**src/rtl/addsub_pkg.sv**
```systemverilog
// Shared definitions for the add/sub arbiter.
//   DATA_W      operand / result width
//   state_t     controller states: IDLE (waiting for a request), EXEC (adder
//               evaluating registered operands), RESP (result held for consumer)
//   signed_ov   signed overflow flag derived from operand and result sign bits
package addsub_pkg;

    localparam int unsigned DATA_W = 16;

    typedef enum logic [1:0] {
        IDLE = 2'd0,
        EXEC = 2'd1,
        RESP = 2'd2
    } state_t;

    // Overflow occurs when both effective addends share a sign and the result
    // sign differs. For subtraction the effective second addend is ~y, so its
    // sign bit is y15 ^ sub.
    function automatic logic signed_ov(input logic x15, input logic y15,
                                       input logic sub, input logic s15);
        logic t15;
        t15 = y15 ^ sub;
        return (x15 == t15) && (s15 != x15);
    endfunction

endpackage

```
**src/rtl/twos_complement_add_sub.sv**
```systemverilog
// Two's complement adder/subtractor.
//   Parameter W   data width
//   X, Y          operands
//   Cin           1 = X - Y (Y inverted, carry-in 1), 0 = X + Y
//   S             result modulo 2^W
//   Cout          carry out of the MSB (for subtract: 1 = no borrow)
//   Ov            signed overflow (carry into MSB xor carry out of MSB)
module twos_complement_add_sub #(
    parameter int unsigned W = 16
) (
    input  logic [W-1:0] X,
    input  logic [W-1:0] Y,
    input  logic         Cin,
    output logic         Cout,
    output logic         Ov,
    output logic [W-1:0] S
);

    logic [W-1:0] y_eff;
    logic [W:0]   full_sum;
    logic [W-1:0] low_sum;
    logic         carry_into_msb;

    always_comb begin
        y_eff          = Y ^ {W{Cin}};
        full_sum       = {1'b0, X} + {1'b0, y_eff} + {{W{1'b0}}, Cin};
        // Sum of the lower W-1 bits exposes the carry into the MSB.
        low_sum        = {1'b0, X[W-2:0]} + {1'b0, y_eff[W-2:0]} + {{(W-1){1'b0}}, Cin};
        carry_into_msb = low_sum[W-1];
        S              = full_sum[W-1:0];
        Cout           = full_sum[W];
        Ov             = carry_into_msb ^ full_sum[W];
    end

endmodule

```
**src/rtl/addsub_arbiter.sv**
```systemverilog
// Two-requester arbiter in front of a single shared add/sub unit.
//   Parameter FIRST_PRIO  requester index (0/1) holding priority after reset
//   clk, rst              clock, synchronous active-high reset
//   reqN_valid/ready      request handshake for requester N (N = 0, 1)
//   reqN_x, reqN_y        operands; reqN_sub: 1 = x - y, 0 = x + y
//   resp_valid/ready      result handshake
//   resp_id               requester that issued the result
//   resp_s, resp_cout     result and carry out of bit 15
//   resp_ov               signed overflow
//   busy                  high whenever the controller is not IDLE
// One operation at a time: accept in IDLE, compute in EXEC, present in RESP.
module addsub_arbiter
    import addsub_pkg::*;
#(
    parameter int unsigned FIRST_PRIO = 0
) (
    input  logic              clk,
    input  logic              rst,

    input  logic              req0_valid,
    output logic              req0_ready,
    input  logic [DATA_W-1:0] req0_x,
    input  logic [DATA_W-1:0] req0_y,
    input  logic              req0_sub,

    input  logic              req1_valid,
    output logic              req1_ready,
    input  logic [DATA_W-1:0] req1_x,
    input  logic [DATA_W-1:0] req1_y,
    input  logic              req1_sub,

    output logic              resp_valid,
    input  logic              resp_ready,
    output logic              resp_id,
    output logic [DATA_W-1:0] resp_s,
    output logic              resp_cout,
    output logic              resp_ov,

    output logic              busy
);

    localparam logic PRIO_RST = FIRST_PRIO[0];

    state_t state_q, state_d;

    // Priority pointer: requester that wins when both are valid.
    logic prio_q;

    // Operands captured in the accept cycle.
    logic [DATA_W-1:0] x_q;
    logic [DATA_W-1:0] y_q;
    logic              sub_q;
    logic              id_q;

    // Result registers, loaded at the end of EXEC and held through RESP.
    logic [DATA_W-1:0] s_q;
    logic              cout_q;
    logic              ov_q;
    logic              rid_q;

    logic              accept;
    logic              grant;

    logic [DATA_W-1:0] alu_s;
    logic              alu_cout;
    logic              unused_alu_ov;
    logic              ov_calc;

    // Adder sees only registered operands, so request-side inputs never reach it.
    twos_complement_add_sub #(
        .W (DATA_W)
    ) u_alu (
        .X    (x_q),
        .Y    (y_q),
        .Cin  (sub_q),
        .Cout (alu_cout),
        .Ov   (unused_alu_ov),
        .S    (alu_s)
    );

    always_comb begin
        ov_calc = signed_ov(x_q[DATA_W-1], y_q[DATA_W-1], sub_q, alu_s[DATA_W-1]);
    end

    // Arbitration: a lone valid wins; a tie goes to the priority pointer.
    always_comb begin
        grant = 1'b0;
        if (req0_valid && req1_valid) begin
            grant = prio_q;
        end else begin
            grant = req1_valid;
        end
    end

    always_comb begin
        state_d    = state_q;
        accept     = 1'b0;
        req0_ready = 1'b0;
        req1_ready = 1'b0;
        resp_valid = 1'b0;
        busy       = (state_q != IDLE);

        unique case (state_q)
            IDLE: begin
                // Ready stays low during reset so no request sees a false accept.
                if (!rst && (req0_valid || req1_valid)) begin
                    accept     = 1'b1;
                    req0_ready = (grant == 1'b0);
                    req1_ready = (grant == 1'b1);
                    state_d    = EXEC;
                end
            end
            EXEC: begin
                state_d = RESP;
            end
            RESP: begin
                resp_valid = 1'b1;
                if (resp_ready) begin
                    state_d = IDLE;
                end
            end
            default: begin
                state_d = IDLE;
            end
        endcase
    end

    always_ff @(posedge clk) begin
        if (rst) begin
            state_q <= IDLE;
            prio_q  <= PRIO_RST;
            x_q     <= '0;
            y_q     <= '0;
            sub_q   <= 1'b0;
            id_q    <= 1'b0;
            s_q     <= '0;
            cout_q  <= 1'b0;
            ov_q    <= 1'b0;
            rid_q   <= 1'b0;
        end else begin
            state_q <= state_d;

            if (accept) begin
                x_q    <= grant ? req1_x   : req0_x;
                y_q    <= grant ? req1_y   : req0_y;
                sub_q  <= grant ? req1_sub : req0_sub;
                id_q   <= grant;
                // Pointer always moves to the requester that lost (or was idle).
                prio_q <= ~grant;
            end

            if (state_q == EXEC) begin
                s_q    <= alu_s;
                cout_q <= alu_cout;
                ov_q   <= ov_calc;
                rid_q  <= id_q;
            end
        end
    end

    assign resp_s    = s_q;
    assign resp_cout = cout_q;
    assign resp_ov   = ov_q;
    assign resp_id   = rid_q;

endmodule

```
**config.mk**
```make
export PLATFORM = sky130hd
export DESIGN_NAME = addsub_arbiter
export DESIGN_NICKNAME = d
export VERILOG_FILES = /design/src/rtl/addsub_pkg.sv /design/src/rtl/twos_complement_add_sub.sv /design/src/rtl/addsub_arbiter.sv
export SDC_FILE = /design/constraint.sdc
export NUM_CORES = 1
export LEC_CHECK = 0
export ABC_CLOCK_PERIOD_IN_PS = 7100
export CORE_ASPECT_RATIO = 1.75
export CORE_UTILIZATION = 25
export DETAILED_ROUTE_END_ITERATION = 6
export GPL_ROUTABILITY_DRIVEN = 0
export GPL_TIMING_DRIVEN = 0
export SETUP_SLACK_MARGIN = 0.5
export SYNTH_ARGS = -nofsm -noshare
export SYNTH_HDL_FRONTEND = slang
export SYNTH_HIERARCHICAL = 1
export SYNTH_SLANG_ARGS = --single-unit
```
**constraint.sdc**
```tcl
create_clock -name clk -period 7.1 [get_ports clk]
set_input_delay 0.71 -clock clk [delete_from_list [all_inputs] [get_ports clk]]
set_output_delay 0.71 -clock clk [all_outputs]
set_load 0.01 [all_outputs]
```
==> run_summary.xml <==
<?xml version="1.0" encoding="UTF-8"?>
<metrics>
  <group name="worst_setup_path">
    <metric name="worst-endpoint-arrival" unit="ns">3.84</metric>
    <metric name="crit_path_start_kind" unit="">flop</metric>
    <metric name="critPathCaptureType" unit="">flop</metric>
    <metric name="worstPathMaxFanout" unit="">10</metric>
    <metric name="crit-reg2reg-launch" unit="">sub_q$_SDFFE_PP0P_</metric>
    <metric name="cp_data_required_time" unit="ns">7.32</metric>
    <metric name="r2r-end" unit="">resp_ov$_SDFFE_PP0N_</metric>
    <metric name="worst-r2r-cell-count" unit="">13</metric>
    <metric name="worst-r2r-setup-slack" unit="ns">3.48</metric>
    <metric name="timing.setup.critical_path_class" unit="">reg2reg</metric>
  </group>
  <group name="clock_network">
    <metric name="clock-sinks" unit="">56</metric>
    <metric name="tritoncts" unit="">done</metric>
    <metric name="clk_pin_slew_worst_paths" unit="ns">0.07</metric>
    <metric name="clockBufferDepth" unit="">2</metric>
    <metric name="num_cts_buffers" unit="">5</metric>
    <metric name="clk_lat_worst_skew" unit="ns">0.30</metric>
    <metric name="cts_post_setup_buffers_inserted" unit="">0</metric>
    <metric name="hold_buffer_count_at_cts" unit="">0</metric>
    <metric name="htree_levels" unit="">2</metric>
    <metric name="root_buffer" unit="">sky130_fd_sc_hd__clkbuf_16</metric>
    <metric name="post_cts_resize_count" unit="">0</metric>
  </group>
  <group name="synth">
    <metric name="synth_fp_nets" unit="">436</metric>
    <metric name="syn-instance-count" unit="">349</metric>
    <metric name="ys.warnings.count" unit="">6</metric>
    <metric name="post_synth_instance_area" unit="µm²">3140</metric>
    <metric name="synth_area_per_cell" unit="µm²">9.00</metric>
  </group>
  <group name="power_and_ir_drop">
    <metric name="total_leakage_power" unit="nW">1.90</metric>
    <metric name="power-per-cell-area" unit="nW/µm²">209</metric>
    <metric name="vdd_ir_drop_max" unit="V">0.0000933</metric>
  </group>
  <group name="final_layout">
    <metric name="insertedDiodeCount" unit="">0</metric>
    <metric name="design.final.nets" unit="">535</metric>
    <metric name="area_delta_synth_final" unit="%">41.4</metric>
    <metric name="final_core_util" unit="">0.366</metric>
    <metric name="fill_cells" unit="">1256</metric>
    <metric name="layout-drive-gt1-share" unit="">0.0668</metric>
  </group>
  <group name="timing">
    <metric name="grt_setup_unrepaired" unit="">false</metric>
    <metric name="finClkSkew" unit="ns">0.00506</metric>
    <metric name="layout_worst_path_cycle_share" unit="">0.510</metric>
    <metric name="fmax" unit="MHz">276</metric>
    <metric name="hold_viol" unit="">0</metric>
    <metric name="report.final.setup_viol" unit="">0</metric>
    <metric name="tightestPinTransition" unit="ns">0.699</metric>
    <metric name="post-route-min-period" unit="ns">3.62</metric>
    <metric name="tns" unit="ns">0</metric>
    <metric name="timing.final.max_slew_violations" unit="">0</metric>
    <metric name="timing.slew.headroom" unit="">0.534</metric>
  </group>
  <group name="flow_run">
    <metric name="max_cap_viol_count" unit="">0</metric>
  </group>
  <group name="drt">
    <metric name="vias" unit="">2925</metric>
    <metric name="finalWirelength" unit="mm">8.91</metric>
    <metric name="antenna_violating_nets_left" unit="">0</metric>
    <metric name="drt_pre_antenna_iters" unit="">4</metric>
    <metric name="detail_route.vias_per_cell" unit="">4.76</metric>
    <metric name="initialDrtViolationCount" unit="">139</metric>
    <metric name="route.detailed.drc" unit="">0</metric>
    <metric name="avgRoutedWirePerCell" unit="µm">14.5</metric>
  </group>
  <group name="global_route">
    <metric name="number_of_antenna_violations_at_the_first_check_in_global_routing" unit="">0</metric>
    <metric name="grtUsageMet3" unit="">0.0192</metric>
    <metric name="groute.layer.met2.usage" unit="">0.277</metric>
    <metric name="grt_overflow_total" unit="">0</metric>
    <metric name="busiest_layer" unit="">met2</metric>
    <metric name="grt_max_degree" unit="">19</metric>
    <metric name="vias_in_the_first_global_route" unit="">2970</metric>
    <metric name="grt_first_pass_wirelength" unit="mm">14.5</metric>
    <metric name="grtUsageMet1" unit="">0.145</metric>
    <metric name="gr-usage-all-layers" unit="">0.144</metric>
  </group>
  <group name="floorplanning">
    <metric name="dieHeight" unit="µm">150</metric>
    <metric name="placementRows" unit="">53</metric>
    <metric name="dieArea" unit="µm²">13000</metric>
    <metric name="initial_utilization" unit="">0.259</metric>
    <metric name="io_pins" unit="">94</metric>
    <metric name="core_area" unit="µm²">12100</metric>
    <metric name="die_w" unit="µm">86.7</metric>
  </group>
  <group name="worst_hold_path">
    <metric name="min_delay_worst_endpoint" unit="">resp_s[11]$_SDFFE_PP0N_</metric>
    <metric name="min_path_type" unit="">reg2reg</metric>
    <metric name="worstHoldPathCells" unit="">2</metric>
    <metric name="worstHoldStart" unit="">resp_s[11]$_SDFFE_PP0N_</metric>
  </group>
  <group name="placed_design">
    <metric name="post-dp-hpwl" unit="mm">7.52</metric>
    <metric name="buffer_ports.inserted" unit="">92</metric>
  </group>
  <group name="outcome">
    <metric name="status" unit="">finished, final reports clean</metric>
  </group>
</metrics>
## cell type report
| type | instances | area (µm²) | area share |
|---|---|---|---|
| Tap cell | 165 | 206 | 0.0465 |
| Buffer | 24 | 134 | 0.0302 |
| Sequential cell | 56 | 1120 | 0.253 |
| Timing Repair Buffer | 92 | 921 | 0.207 |
| Clock inverter | 3 | 47.5 | 0.0107 |
| Inverter | 5 | 18.8 | 0.00423 |
| Multi-Input combinational cell | 264 | 1870 | 0.420 |
| Clock buffer | 5 | 125 | 0.0282 |
## layer usage
metal,up-vias,wire (µm)
met1,1343,3330
met5,-,0
met4,0,319
met3,17,331
li1,1488,-
met2,77,4920
## where the power goes
part	switching [mW]	leakage [nW]	internal [mW]	total, mW
registers	0.0223	0.459	0.345	0.367
logic	0.135	1.36	0.140	0.275
clock network	0.117	0.0840	0.168	0.285
total	0.275	1.90	0.652	0.927
## critical path, stage by stage (launching register included)
cell                       delay, ns
sky130_fd_sc_hd__dfxtp_1        0.43
sky130_fd_sc_hd__buf_6          0.18
sky130_fd_sc_hd__clkbuf_1       0.55
sky130_fd_sc_hd__xor2_1         0.15
sky130_fd_sc_hd__ha_1           0.37
sky130_fd_sc_hd__a21oi_1        0.20
sky130_fd_sc_hd__o21ai_0        0.14
sky130_fd_sc_hd__a31o_2         0.30
sky130_fd_sc_hd__and3_1         0.17
sky130_fd_sc_hd__or3_4          0.38
sky130_fd_sc_hd__xor2_1         0.23
sky130_fd_sc_hd__nor2b_1        0.17
sky130_fd_sc_hd__mux2i_1        0.08
sky130_fd_sc_hd__a211oi_1       0.21
## placed cells by master, fill, tap and decap left out, types with 5 or more instances in the layout
cell type	instances
sky130_fd_sc_hd__clkdlybuf4s50_1	92
sky130_fd_sc_hd__dfxtp_1	56
sky130_fd_sc_hd__nand2_1	40
sky130_fd_sc_hd__and3_1	31
sky130_fd_sc_hd__a21oi_1	30
sky130_fd_sc_hd__a221o_1	28
sky130_fd_sc_hd__xor2_1	19
sky130_fd_sc_hd__ha_1	15
sky130_fd_sc_hd__nor2_1	12
sky130_fd_sc_hd__clkbuf_1	11
sky130_fd_sc_hd__xnor2_1	10
sky130_fd_sc_hd__nand3_1	8
sky130_fd_sc_hd__o21ai_0	8
sky130_fd_sc_hd__a21o_1	8
sky130_fd_sc_hd__nand4_1	7
sky130_fd_sc_hd__a31oi_1	6
sky130_fd_sc_hd__inv_1	5
sky130_fd_sc_hd__nor3_1	5
sky130_fd_sc_hd__clkbuf_16	5
sky130_fd_sc_hd__o21bai_1	5
## state kept, by name, summed over array words and instances (netlist names), 2 cells and up
register and flops:
resp_s 16, state_q 2, x_q 16, y_q 16
## how the worst max path moves through the flow
stage                                  start                   end  slack [ns]  depth (start not counted)
after detailed placement  sub_q$_SDFFE_PP0P_  resp_ov$_SDFFE_PP0N_        3.43                         13
final                     sub_q$_SDFFE_PP0P_  resp_ov$_SDFFE_PP0N_        3.48                         13
after global routing      sub_q$_SDFFE_PP0P_  resp_ov$_SDFFE_PP0N_        3.12                         13
after floorplan           sub_q$_SDFFE_PP0P_  resp_ov$_SDFFE_PP0N_        3.97                         13
after CTS                 sub_q$_SDFFE_PP0P_  resp_ov$_SDFFE_PP0N_        3.40                         13
after global placement    sub_q$_SDFFE_PP0P_  resp_ov$_SDFFE_PP0N_        3.45                         13
## through the flow
step / total power [mW] / cell area [µm²] / hold WS (ns) / setup slack, ns / cells
2_1_floorplan: 0.542 / 3140 / 0.432 / 3.97 / 349
6_report: 0.927 / 4440 / 0.455 / 3.48 / 614
5_1_grt: 0.982 / 4440 / 0.479 / 3.12 / 614
4_1_cts: 0.937 / 4440 / 0.458 / 3.40 / 614
3_3_place_gp: 0.646 / 4270 / 0.446 / 3.45 / 606
3_5_place_dp: 0.651 / 4270 / 0.448 / 3.43 / 606
No activity file was read; power rests on OpenSTA's default activity.
